**src/rtl/noc_flit_pkg.sv**
```systemverilog
// Shared NoC flit definitions: mesh geometry, flit types and head-flit field layout.
// Used by both the transmitting and the receiving endpoint.
package noc_flit_pkg;

   typedef struct packed {
      int unsigned size_x;
      int unsigned size_y;
   } noc_config_t;

   localparam noc_config_t NOC_DEFAULT_CONFIG = '{size_x: 4, size_y: 4};

   typedef enum logic [1:0] {
      FT_HEAD      = 2'd0,
      FT_BODY      = 2'd1,
      FT_TAIL      = 2'd2,
      FT_HEAD_TAIL = 2'd3
   } flit_type_e;

   // Head fields are packed LSB-first: four CW-bit coordinates, then the length.
   typedef enum int unsigned {
      HF_DEST_X = 0,
      HF_DEST_Y = 1,
      HF_SRC_X  = 2,
      HF_SRC_Y  = 3,
      HF_LENGTH = 4
   } head_field_e;

   function automatic int unsigned head_lsb(head_field_e f, int unsigned cw);
      return int'(f) * cw;
   endfunction

endpackage

```
**src/rtl/noc_flit_out_reg.sv**
```systemverilog
// Single flit output register with valid/ready hold: a loaded flit stays put
// until it is accepted, and a new flit may load on the accepting edge.
module noc_flit_out_reg
   import noc_flit_pkg::*;
#(
   parameter int DATA_WIDTH = 32
) (
   input  logic                  clk,
   input  logic                  rst,
   input  logic                  load,
   input  flit_type_e            load_type,
   input  logic [DATA_WIDTH-1:0] load_data,
   input  logic                  flit_ready,
   output logic                  flit_valid,
   output flit_type_e            flit_type,
   output logic [DATA_WIDTH-1:0] flit_data,
   output logic                  can_load
);

   assign can_load = !flit_valid || flit_ready;

   always_ff @(posedge clk) begin
      if (rst) begin
         flit_valid <= 1'b0;
         flit_type  <= FT_HEAD;
         flit_data  <= '0;
      end else if (load) begin
         flit_valid <= 1'b1;
         flit_type  <= load_type;
         flit_data  <= load_data;
      end else if (flit_ready) begin
         flit_valid <= 1'b0;
      end
   end

endmodule

```
**src/rtl/noc_packet_transmitter.sv**
```systemverilog
// NoC endpoint transmitter: turns a packet header plus payload words into a
// HEAD/BODY/TAIL (or single HEAD_TAIL) flit stream toward the local router port.
module noc_packet_transmitter
   import noc_flit_pkg::*;
#(
   parameter noc_config_t CONFIG      = NOC_DEFAULT_CONFIG,
   parameter int          X           = 0,
   parameter int          Y           = 0,
   parameter int          DATA_WIDTH  = 32,
   parameter int          MAX_PAYLOAD = 16,
   localparam int         SIZE_X      = CONFIG.size_x,
   localparam int         SIZE_Y      = CONFIG.size_y,
   localparam int         SIZE_MAX    = (SIZE_X > SIZE_Y) ? SIZE_X : SIZE_Y,
   localparam int         CW          = (SIZE_MAX > 1) ? $clog2(SIZE_MAX) : 1,
   localparam int         LW          = $clog2(MAX_PAYLOAD + 1)
) (
   input  logic                  clk,
   input  logic                  rst,
   input  logic                  pkt_valid,
   output logic                  pkt_ready,
   input  logic [CW-1:0]         pkt_dest_x,
   input  logic [CW-1:0]         pkt_dest_y,
   input  logic [LW-1:0]         pkt_length,
   input  logic                  payload_valid,
   output logic                  payload_ready,
   input  logic [DATA_WIDTH-1:0] payload_data,
   output logic                  flit_valid,
   input  logic                  flit_ready,
   output logic [1:0]            flit_type,
   output logic [DATA_WIDTH-1:0] flit_data,
   output logic                  busy,
   output logic [15:0]           tx_pkt_count
);

   localparam int OFF_DX  = head_lsb(HF_DEST_X, CW);
   localparam int OFF_DY  = head_lsb(HF_DEST_Y, CW);
   localparam int OFF_SX  = head_lsb(HF_SRC_X, CW);
   localparam int OFF_SY  = head_lsb(HF_SRC_Y, CW);
   localparam int OFF_LEN = head_lsb(HF_LENGTH, CW);

   typedef enum logic {ST_IDLE, ST_PAYLOAD} state_e;

   state_e                state_q, state_d;
   logic [LW-1:0]         rem_q, rem_d;
   logic                  can_load, load;
   flit_type_e            load_type, type_q;
   logic [DATA_WIDTH-1:0] load_data, head_word;
   logic                  pkt_fire, pay_fire;

   assign pkt_ready     = (state_q == ST_IDLE) && can_load;
   assign payload_ready = (state_q == ST_PAYLOAD) && can_load;
   assign pkt_fire      = pkt_valid && pkt_ready;
   assign pay_fire      = payload_valid && payload_ready;
   assign busy          = (state_q != ST_IDLE) || flit_valid;
   assign flit_type     = type_q;

   always_comb begin
      head_word                    = '0;
      head_word[OFF_DX +: CW]      = pkt_dest_x;
      head_word[OFF_DY +: CW]      = pkt_dest_y;
      head_word[OFF_SX +: CW]      = CW'(X);
      head_word[OFF_SY +: CW]      = CW'(Y);
      head_word[OFF_LEN +: LW]     = pkt_length;
   end

   always_comb begin
      state_d   = state_q;
      rem_d     = rem_q;
      load      = 1'b0;
      load_type = FT_HEAD;
      load_data = head_word;
      case (state_q)
         ST_IDLE: begin
            if (pkt_fire) begin
               load = 1'b1;
               if (pkt_length == '0) begin
                  load_type = FT_HEAD_TAIL;
               end else begin
                  state_d = ST_PAYLOAD;
                  rem_d   = pkt_length;
               end
            end
         end
         ST_PAYLOAD: begin
            if (pay_fire) begin
               load      = 1'b1;
               load_data = payload_data;
               rem_d     = rem_q - LW'(1);
               if (rem_q == LW'(1)) begin
                  load_type = FT_TAIL;
                  state_d   = ST_IDLE;
               end else begin
                  load_type = FT_BODY;
               end
            end
         end
         default: state_d = ST_IDLE;
      endcase
   end

   always_ff @(posedge clk) begin
      if (rst) begin
         state_q <= ST_IDLE;
         rem_q   <= '0;
      end else begin
         state_q <= state_d;
         rem_q   <= rem_d;
      end
   end

   // A packet counts as sent only once its last flit leaves the register.
   always_ff @(posedge clk) begin
      if (rst)
         tx_pkt_count <= '0;
      else if (flit_valid && flit_ready && (type_q == FT_TAIL || type_q == FT_HEAD_TAIL))
         tx_pkt_count <= tx_pkt_count + 16'd1;
   end

   noc_flit_out_reg #(.DATA_WIDTH(DATA_WIDTH)) u_out_reg (
      .clk        (clk),
      .rst        (rst),
      .load       (load),
      .load_type  (load_type),
      .load_data  (load_data),
      .flit_ready (flit_ready),
      .flit_valid (flit_valid),
      .flit_type  (type_q),
      .flit_data  (flit_data),
      .can_load   (can_load)
   );

endmodule
```
**config.mk**
```make
export PLATFORM = sky130hd
export DESIGN_NAME = noc_packet_transmitter
export DESIGN_NICKNAME = d
export VERILOG_FILES = /design/src/rtl/noc_flit_pkg.sv /design/src/rtl/noc_flit_out_reg.sv /design/src/rtl/noc_packet_transmitter.sv
export SDC_FILE = /design/constraint.sdc
export NUM_CORES = 1
export LEC_CHECK = 0
export CAP_MARGIN = 0
export CORE_MARGIN = 1.5
export CORE_UTILIZATION = 49
export CTS_BUF_LIST = sky130_fd_sc_hd__clkbuf_8
export CTS_CLUSTER_DIAMETER = 120
export DETAILED_ROUTE_END_ITERATION = 8
export PLACE_DENSITY = 0.95
export RECOVER_POWER = 100
export SKIP_CTS_REPAIR_TIMING = 1
export SLEW_MARGIN = 20
export SYNTH_ARGS = -nofsm -noshare
export SYNTH_HDL_FRONTEND = slang
export SYNTH_HIERARCHICAL = 1
export SYNTH_SLANG_ARGS = --single-unit
export TNS_END_PERCENT = 100
```
**constraint.sdc**
```tcl
create_clock -name clk -period 4.9 [get_ports clk]
set_input_delay 0.98 -clock clk [delete_from_list [all_inputs] [get_ports clk]]
set_output_delay 0.98 -clock clk [all_outputs]
set_load 0.03 [all_outputs]
```
Yosys cells after proc, flatten, opt, wreduce, memory -nomap -nowiden
Index checks and enable logic that the tools add are counted.
- bits in registers: 57
- input port bits: 46
- output and inout bits: 54
- word-level logic and storage cells: 49
- add/subtract/negate cells: 2
- equal/unequal tests: 6
- mux-type cells: 21
- bitwise gates (word level): 1
- reduce and logical (&&, ||, !) cells: 13
- operators with widths (kind ; count):
    $mux W32 ; 2
    $add A16 B1 Y16 const B ; 1
    $mux W5 ; 3
    $pmux W5 S2 ; 1
    $mux W1 ; 8
    $mux W2 ; 4
    $logic_and A1 B1 Y1 ; 6
    $eq A5 B1 Y1 const B ; 1
    $logic_not A5 Y1 ; 1
    $sub A5 B1 Y5 const B ; 1
    $eq A2 B2 Y1 const B ; 2
    $ne A2 B2 Y1 const B ; 2
    $pmux W1 S2 ; 2
    $pmux W2 S2 ; 1
    $logic_or A1 B1 Y1 ; 3
    $reduce_and A3 Y1 ; 1
    $ne A2 B1 Y1 const B ; 1
    $reduce_bool A2 Y1 ; 1
    $logic_not A1 Y1 ; 1
    $not A1 Y1 ; 1

Longest topological paths before layout
Gate-level depths: netlist of run 1.
- word-level depth: 7
- gate-level depth with buffers: 9
- gate-level depth less buffers: 7

Cells and area by module
The synthesis of run 1 kept the hierarchy.
- by module, submodules not included (module ; times used ; cells each ; area an instance (µm²) ; seq. area each (µm²)):
    noc_packet_transmitter ; 1 ; 196 ; 1435.1 ; 440.4
    noc_flit_out_reg ; 1 ; 114 ; 1272.5 ; 700.7

Worst setup path after synthesis of run 1
Ideal clock, no wire load.
- path type: input port to output port
- start point: input flit_ready
- end point: output pkt_ready
- arrival: 1.587 ns
- required time: 3.920 ns
- slack: 2.333 ns
- cell stages on the path: 2
- path buffers: 0
- cell sequence: nand2b_1 nor2b_1
- word-level cells in the longest chain between the ends: 2
- ends and longest elaborated chain (what ; line ; text):
    start: declaration ; noc_packet_transmitter.sv:28 ; input logic flit_ready,
    $logic_or A1 B1 Y1 ; noc_flit_out_reg.sv:20 ; assign can_load = !flit_valid || flit_ready;
    $logic_and A1 B1 Y1 ; noc_packet_transmitter.sv:50 ; assign pkt_ready = (state_q == ST_IDLE) && can_load;
    end: declaration ; noc_packet_transmitter.sv:20 ; output logic pkt_ready,
Every way passes these cells.

Final worst setup path of run 1
- start point: input flit_ready
- end point: register u_out_reg.flit_data[0]
- word-level cells in the longest chain between the ends: 5
- elaborated cells on any way between the ends: 10
- those cells by class: mux (5); reduce/logical (5)
- ends and longest elaborated chain (what ; line ; text):
    $logic_or A1 B1 Y1 (*) ; noc_flit_out_reg.sv:20 ;
    named net can_load ; noc_packet_transmitter.sv:45 ; logic can_load, load;
    $logic_and A1 B1 Y1 (on tied branches) ; noc_packet_transmitter.sv:51, noc_packet_transmitter.sv:50 ;
    $logic_and A1 B1 Y1 (on tied branches) ; noc_packet_transmitter.sv:53, noc_packet_transmitter.sv:52 ;
    $mux W1 (on tied branches) ; noc_packet_transmitter.sv:85, noc_packet_transmitter.sv:74 ;
    $pmux W1 S2 (*) ; noc_packet_transmitter.sv:72 ; case (state_q)
    named net load ; noc_packet_transmitter.sv:45 ;
    end signal: assignment ; noc_flit_out_reg.sv:30 ; flit_data <= load_data;
    end: declaration ; noc_flit_out_reg.sv:16 ; output logic [DATA_WIDTH-1:0] flit_data,
The timed path passes the listed nets; every way through them passes the cells marked *.
A chain may end at the register's enable or synchronous reset.

==> summary.md, run 1 <==
| Metric | Value |
|---|---|
| Outcome | finished, violations left |
| Failing checks | max-capacitance violations, max-slew violations |
| Setup crit end kind | flop |
| Syn Nets | 359 |
| Die ar. | 0.00598 mm² |
| VDD IR max | 0.237 mV |
| Routed Antenna Nets | 0 |
| Core area | 0.00520 mm² |
| Largest net degree at the start of global routing | 59 |
| Yosys warnings | 6 |
| Overall power | 0.00112 W |
| Largest delay share family, worst path | buffers and inverters |
| Syn Std Cell Area | 0.00271 mm² |
| First-pass GRT wire length | 11.8 mm |
| Cts bufs inserted | 9 |
| Global route overflow | 0 |
| Most used DFF post-synth | dfxtp_1 |
| # nets final | 451 |
| Startpoint types | primary input |
| Initial antenna violation count | 0 |
| Power per cell area | 292 mW/mm² |
| Ant diodes | 0 |
| Chip Width | 77.3 µm |
| FP Rows | 26 |
| Drt pass-1 iters | 5 |
| CP Cell Sequence | dlygate4sd3_1, nand2b_1, and3_1, buf_4, nor2_1, inv_1, mux2i_1, nor2_1 |
| Max-cap violations | 2 |
| Clock Path Buffers | 2 |
| Via/cell ratio | 5.32 |
| Post-Syn Area per Cell | 8.73 µm² |
| Minimum clock period | 3.96 ns |
| Worst Hold Class | reg2reg |
| CP arrival | 4.07 ns |
| Final hold slack | 0.489 ns |
| Most frequent cell on the critical path | nor2_1 |
| Initial Util | 0.520 |
| Slew margin rel. | -0.676 |
| Crit-path max cell delay | 1.23 ns |
| Yosys top cell area share | 0.421 |
| Post-synth EDFFs | 0 |
| Slowest CP cell | inv_1 |
| Post-layout util | 0.738 |
| Clk slew on worst S/H paths | 0.06 ns |
| CTS sink cnt | 57 |
| Met2 wire len | 3.55 mm |
| Overall global routing resource usage | 0.249 |
| Skew-Pair Late Insertion Delay | 0.33 ns |
| Synth area leader | dfxtp_1 |
| Synth Register Bits | 57 |
| Number of port buffers | 99 |
| Syn Inst Count | 310 |
| Number of fill cells | 400 |
| Worst Tran Pin Value | 2.51 ns |
| Asr flop ratio synth | 0 |
| Final Skew | 0.00501 ns |
| CTS H-tree depth | 3 |
| Metal3 WL | 472 µm |
| Footprint of the multi-input gates | 0.00141 mm² |
| Post-Route WL | 7.25 mm |
| GPL Wtd Cong | 0.752 |
| Synth top area cells | dfxtp_1 (42%), mux2i_1 (13%), nor2_1 (6.9%) |
| Top cells by count, synth | dfxtp_1 (57), nor2_1 (50), mux2i_1 (35), nand2_1 (35), and2_1 (24) |
| Top Metal Used | met4 |
| Final hold viol count | 0 |
| Residual DRC | 0 |
| Area Growth Syn to Fin | 41.8% |
| Crit path max fanout | 43 |
| Cell variety after synth | 42 |
| Dpl hpwl | 4.78 mm |
| Top-count cell post-synth | dfxtp_1 |
| CP bufs+invs | 3 |
| Vias | 2538 |
| 1st-iter DRT viols | 196 |
| Met1 WL | 3.07 mm |
| RSZ-0062 raised after global routing | no |
| Die Y-Extent | 77.3 µm |
| CP required | 5.01 ns |
| Sequential cell area | 0.00114 mm² |
| Crit Path Category | in2reg |
| TritonCTS clock tree | yes |
| FMAX | 253 MHz |
| Clk root buf | clkbuf_8 |
| Final period util | 0.808 |
| WL/cell | 15.2 µm |
| Aggregate negative setup slack | 0 ns |
| Leakage power | 1.72 nW |
| Final setup fails | 0 |
| Share of post-route cells with drive strength above 1 | 0.0418 |
| Final Max Slew Viols | 95 |
| I/O pin count | 100 |
| Sequential element share of the synthesized area | 0.421 |
| Vias in the first global route | 2565 |
-- placed cells by master, fill, tap and decap left out, types with 4 or more instances in the layout --
master / instances
clkbuf_8: 10
o31ai_1: 6
a21oi_1: 10
o21ai_0: 8
mux2i_1: 35
dlygate4sd3_1: 55
nor2_1: 50
inv_1: 9
nand3_1: 6
xnor2_1: 5
and3_1: 4
and2_1: 24
dfxtp_1: 57
xor2_1: 5
nor2b_1: 4
nand2_1: 35
clkdlybuf4s50_1: 43
-- sequential cells by signal, indices dropped and copies added (netlist names) --
signal	cells
u_out_reg/flit_data	32
tx_pkt_count	16
rem_q	5
u_out_reg/flit_type	2
state_q	1
u_out_reg/flit_valid	1
-- final cells by class --
class	instances	share of cell area
inverters	6	0.00587
well taps	70	0.0228
flip-flops and latches	57	0.297
repair buffers	100	0.258
clock buffers	10	0.0359
clock inverters	6	0.0134
multi-input cells	228	0.366
-- stage by stage --
| stage | instances | setup slack, ns | area (µm²) |
|---|---|---|---|
| after floorplan | 310 | 2.33 | 2710 |
| after global placement | 461 | 1.38 | 3650 |
| after detailed placement | 461 | 1.29 | 3650 |
| after CTS | 477 | 1.37 | 3840 |
| after global routing | 477 | 0.709 | 3840 |
| final | 477 | 0.942 | 3840 |
-- worst min-delay path, stage by stage (launching register included) --
cell,delay [ns]
dfxtp_1,0.32
o31ai_1,0.06
a21oi_1,0.06
-- where the power goes --
part | total [W] | switching (W) | internal [W]
Sequential | 0.000496 | 0.0000148 | 0.000481
Combinational | 0.000205 | 0.000107 | 0.0000978
Clock | 0.000422 | 0.000181 | 0.000241
Total | 0.00112 | 0.000302 | 0.000820
-- kinds of logic (layout without fill, tap and decap cells) --
kind of cell	Yosys count	count (layout)	share of synthesized area
flip-flops	57	57	0.421
adder cells (fa/ha/maj)	3	3	0.0139
multiplexers	35	35	0.129
XOR/XNOR	10	10	0.0323
buffers and inverters	25	122	0.0591
AND/OR/NAND/NOR	148	148	0.271
AO/OA/AOI/OAI	32	32	0.0730
-- per-layer routing --
| layer | GRT usage | vias up |
|---|---|---|
| met1 | 0.304 | 1181 |
| li1 | - | 1231 |
| met5 | 0 | - |
| met4 | 0.115 | 0 |
| met3 | 0.0659 | 15 |
| met2 | 0.409 | 111 |
-- final timing paths --
kind / startpoint / end / slack (ns) / cells after the start
max reg2reg: state_q / u_out_reg/flit_data[0] / 1.60 / 6
max: flit_ready / u_out_reg/flit_data[0] / 0.94 / 8
min: rem_q[3] / rem_q[3] / 0.49 / 2
min reg2reg: rem_q[3] / rem_q[3] / 0.49 / 2
Note: power is estimated with default switching activity, not from simulation.
==> run 2, diff against run 1 <==
--- a/config.mk
+++ b/config.mk
@@ -7,11 +7,11 @@
 export LEC_CHECK = 0
 export CAP_MARGIN = 0
 export CORE_MARGIN = 1.5
-export CORE_UTILIZATION = 49
+export CORE_UTILIZATION = 41
 export CTS_BUF_LIST = sky130_fd_sc_hd__clkbuf_8
 export CTS_CLUSTER_DIAMETER = 120
 export DETAILED_ROUTE_END_ITERATION = 8
-export PLACE_DENSITY = 0.95
+export PLACE_DENSITY = 0.9
 export RECOVER_POWER = 100
 export SKIP_CTS_REPAIR_TIMING = 1
 export SLEW_MARGIN = 20
==> constraint.sdc (replaced) <==
create_clock -name clk -period 3.5 [get_ports clk]
set_input_delay 0.7 -clock clk [delete_from_list [all_inputs] [get_ports clk]]
set_output_delay 0.7 -clock clk [all_outputs]
set_load 0.03 [all_outputs]
==> run 2 against run 1 <==
Compared with the run above: the run still ends with max-capacitance violations, max-slew violations left; design area grew 0.81%; die area grew 19%; sequential share of layout area shrank 0.24 points; combinational power grew 36%; clock power grew 54%; routed wire length shrank 9.4%; core utilization shrank 13 points; critical path type is now in2out; largest cell class unchanged; highest routed layer unchanged.
==> summary.md, run 2 (same netlist as run 1, synthesis figures left out) <==
| Metric | Value |
|---|---|
| Initial Util | 0.426 (-0.0938) |
| Slack of the worst reg-to-reg path | 1.19 ns (-0.41 ns) |
| Dpl hpwl | 4.52 mm (-5.5%) |
| Final hold viol count | 0 (unchanged) |
| RSZ-0062 raised after global routing | no |
| VDD IR max | 0.225 mV (-5.3%) |
| CTS H-tree depth | 3 (unchanged) |
| 1st-iter DRT viols | 102 (-48%) |
| WL/cell | 13.6 µm (-11%) |
| TritonCTS clock tree | yes |
| Largest delay share family, worst path | buffers and inverters |
| Vias in the first global route | 2464 (-3.9%) |
| Via/cell ratio | 5.09 (-4.3%) |
| Global route overflow | 0 (unchanged) |
| Ant diodes | 0 (unchanged) |
| FP Rows | 29 (+12%) |
| Max-cap violations | 1 (-1) |
| Commonest non-fill, non-tap cells in the layout | dfxtp_1 (57), dlygate4sd3_1 (55), nor2_1 (50) |
| CP Cell Sequence | dlygate4sd3_1, nand2b_1, and2_1, dlygate4sd3_1 |
| Residual DRC | 0 (unchanged) |
| Leakage power | 1.71 nW (-0.20%) |
| Largest net degree at the start of global routing | 59 (unchanged) |
| Worst Tran Pin Value | 2.54 ns (+0.0221 ns) |
| Overall global routing resource usage | 0.191 (-0.0576) |
| Start point of the critical path | flit_ready |
| Drt pass-1 iters | 4 (-1) |
| CTS sink cnt | 57 (unchanged) |
| First-pass GRT wire length | 11.1 mm (-6.1%) |
| Routed Antenna Nets | 0 (unchanged) |
| I/O pin count | 100 (unchanged) |
| Core area | 0.00635 mm² (+22%) |
| Most frequent cell on the critical path | dlygate4sd3_1 |
| CP arrival | 2.41 ns (-1.66 ns) |
| Post-Route WL | 6.57 mm (-9.4%) |
| Reg2reg start | state_q |
| Worst setup endpoint | payload_ready |
| # nets final | 451 (unchanged) |
| FMAX | 321 MHz |
| Post-layout util | 0.609 (-0.128) |
| Crit Path Category | in2out |
| Worst r2r path cells | 5 (-1) |
| Stages on the worst setup path | 4 (-4) |
| Cts bufs inserted | 9 (unchanged) |
| Crit path max fanout | 5 (-88%) |
| Setup crit end kind | output port |
| Skew-Pair Late Insertion Delay | 0.32 ns (about the same) |
| Chip Width | 84.3 µm (+9.0%) |
| Final Skew | 0.00868 ns (+0.00367 ns) |
| Clk root buf | clkbuf_8 |
| Aggregate negative setup slack | 0 ns (unchanged) |
| Final Max Slew Viols | 59 (-38%) |
| Largest registers | u_out_reg/flit_data (32), tx_pkt_count (16), rem_q (5) |
| Number of port buffers | 99 (unchanged) |
| GPL Wtd Cong | 0.799 (+6.1%) |
| Crit-path max cell delay | 0.74 ns (-0.49 ns) |
| Die Y-Extent | 84.3 µm (+9.0%) |
| Clock Path Buffers | 2 (unchanged) |
| Vias | 2464 (-2.9%) |
| Slowest CP cell | dlygate4sd3_1 |
| Die ar. | 0.00710 mm² (+19%) |
| Share of post-route cells with drive strength above 1 | 0.0467 (+0.00491) |
| Outcome | finished, violations left |
| Number of fill cells | 547 (+37%) |
| Final period util | 0.889 |
| Initial antenna violation count | 0 (unchanged) |
| Failing checks | max-capacitance violations, max-slew violations |
| Power per cell area | 418 mW/mm² (+43%) |
| Worst Hold Class | reg2reg |
| Most common cell after layout, fill and taps aside | dfxtp_1 |
| Final setup fails | 0 (unchanged) |
| Clk slew on worst S/H paths | 0.06 ns (about the same) |
| Top reg by flops | u_out_reg/flit_data |
| Slew margin rel. | -0.691 (-0.0147) |
| Startpoint types | primary input |
| Largest register FFs | 32 (unchanged) |
| Final hold slack | 0.489 ns (+0.000681 ns) |
| Minimum clock period | 3.11 ns |
| Critical R2R Capture | u_out_reg/flit_data[28] |
| CP required | 2.80 ns (-2.21 ns) |
| Area Growth Syn to Fin | 42.9% |
| CP bufs+invs | 2 (-1) |
-- run 2: cell types whose count changed in the layout (fill, tap and decap cells not counted) --
cell / change
bufinv_16: +1
clkbuf_8: -1
clkinv_2: -1
clkinvlp_4: +2
inv_1: -2
inv_2: +1
-- run 2: layout make-up --
cell class / instances / area (µm²) / share of cell area
clock buffers: 9 / 124 / 0.0320
flip-flops and latches: 57 / 1140 / 0.295
clock inverters: 7 / 87.6 / 0.0226
well taps: 77 / 96.3 / 0.0249
inverters: 6 / 22.5 / 0.00582
repair buffers: 100 / 992 / 0.256
multi-input cells: 228 / 1410 / 0.363
-- run 2: how the worst min path moves through the flow --
stage                            start                       to  slack (ns)  depth (start not counted)
2_1_floorplan                 rem_q[4]                 rem_q[4]        0.46                          2
3_3_place_gp   u_out_reg/flit_data[24]  u_out_reg/flit_data[24]        0.47                          2
3_5_place_dp    u_out_reg/flit_data[5]   u_out_reg/flit_data[5]        0.48                          2
4_1_cts               tx_pkt_count[15]         tx_pkt_count[15]        0.50                          2
5_1_grt         u_out_reg/flit_data[5]   u_out_reg/flit_data[5]        0.51                          2
6_report       u_out_reg/flit_data[15]  u_out_reg/flit_data[15]        0.49                          2
-- run 2: power by group --
part / total [W] / switching, W / internal, W
Clock: 0.000648 / 0.000254 / 0.000394
Combinational: 0.000279 / 0.000146 / 0.000133
Sequential: 0.000693 / 0.0000198 / 0.000673
Total: 0.00162 / 0.000419 / 0.00120
-- run 2: routing by layer --
layer | routed length [µm] | global-route usage | vias up | part of all wire
met5 | 0 | 0 | - | 0
met4 | 99 | 0.0775 | 0 | 0.015
met3 | 377 | 0.0511 | 10 | 0.057
met2 | 3180 | 0.327 | 68 | 0.48
met1 | 2920 | 0.228 | 1151 | 0.44
li1 | - | - | 1235 | -
-- run 2: worst min-delay path, cell delays in order, from the launching register on --
cell	delay, ns
dfxtp_1	0.32
mux2i_1	0.06
nor2_1	0.07
-- run 2: stage by stage --
stage / setup WS (ns) / area, µm² / cells / total power [W]
floorplan: 1.49 / 2710 / 310 / 0.000894
global placement: 0.528 / 3660 / 468 / 0.000988
detailed placement: 0.490 / 3660 / 468 / 0.000994
CTS: 0.522 / 3870 / 484 / 0.00164
global route: 0.322 / 3870 / 484 / 0.00169
finish: 0.388 / 3870 / 484 / 0.00162
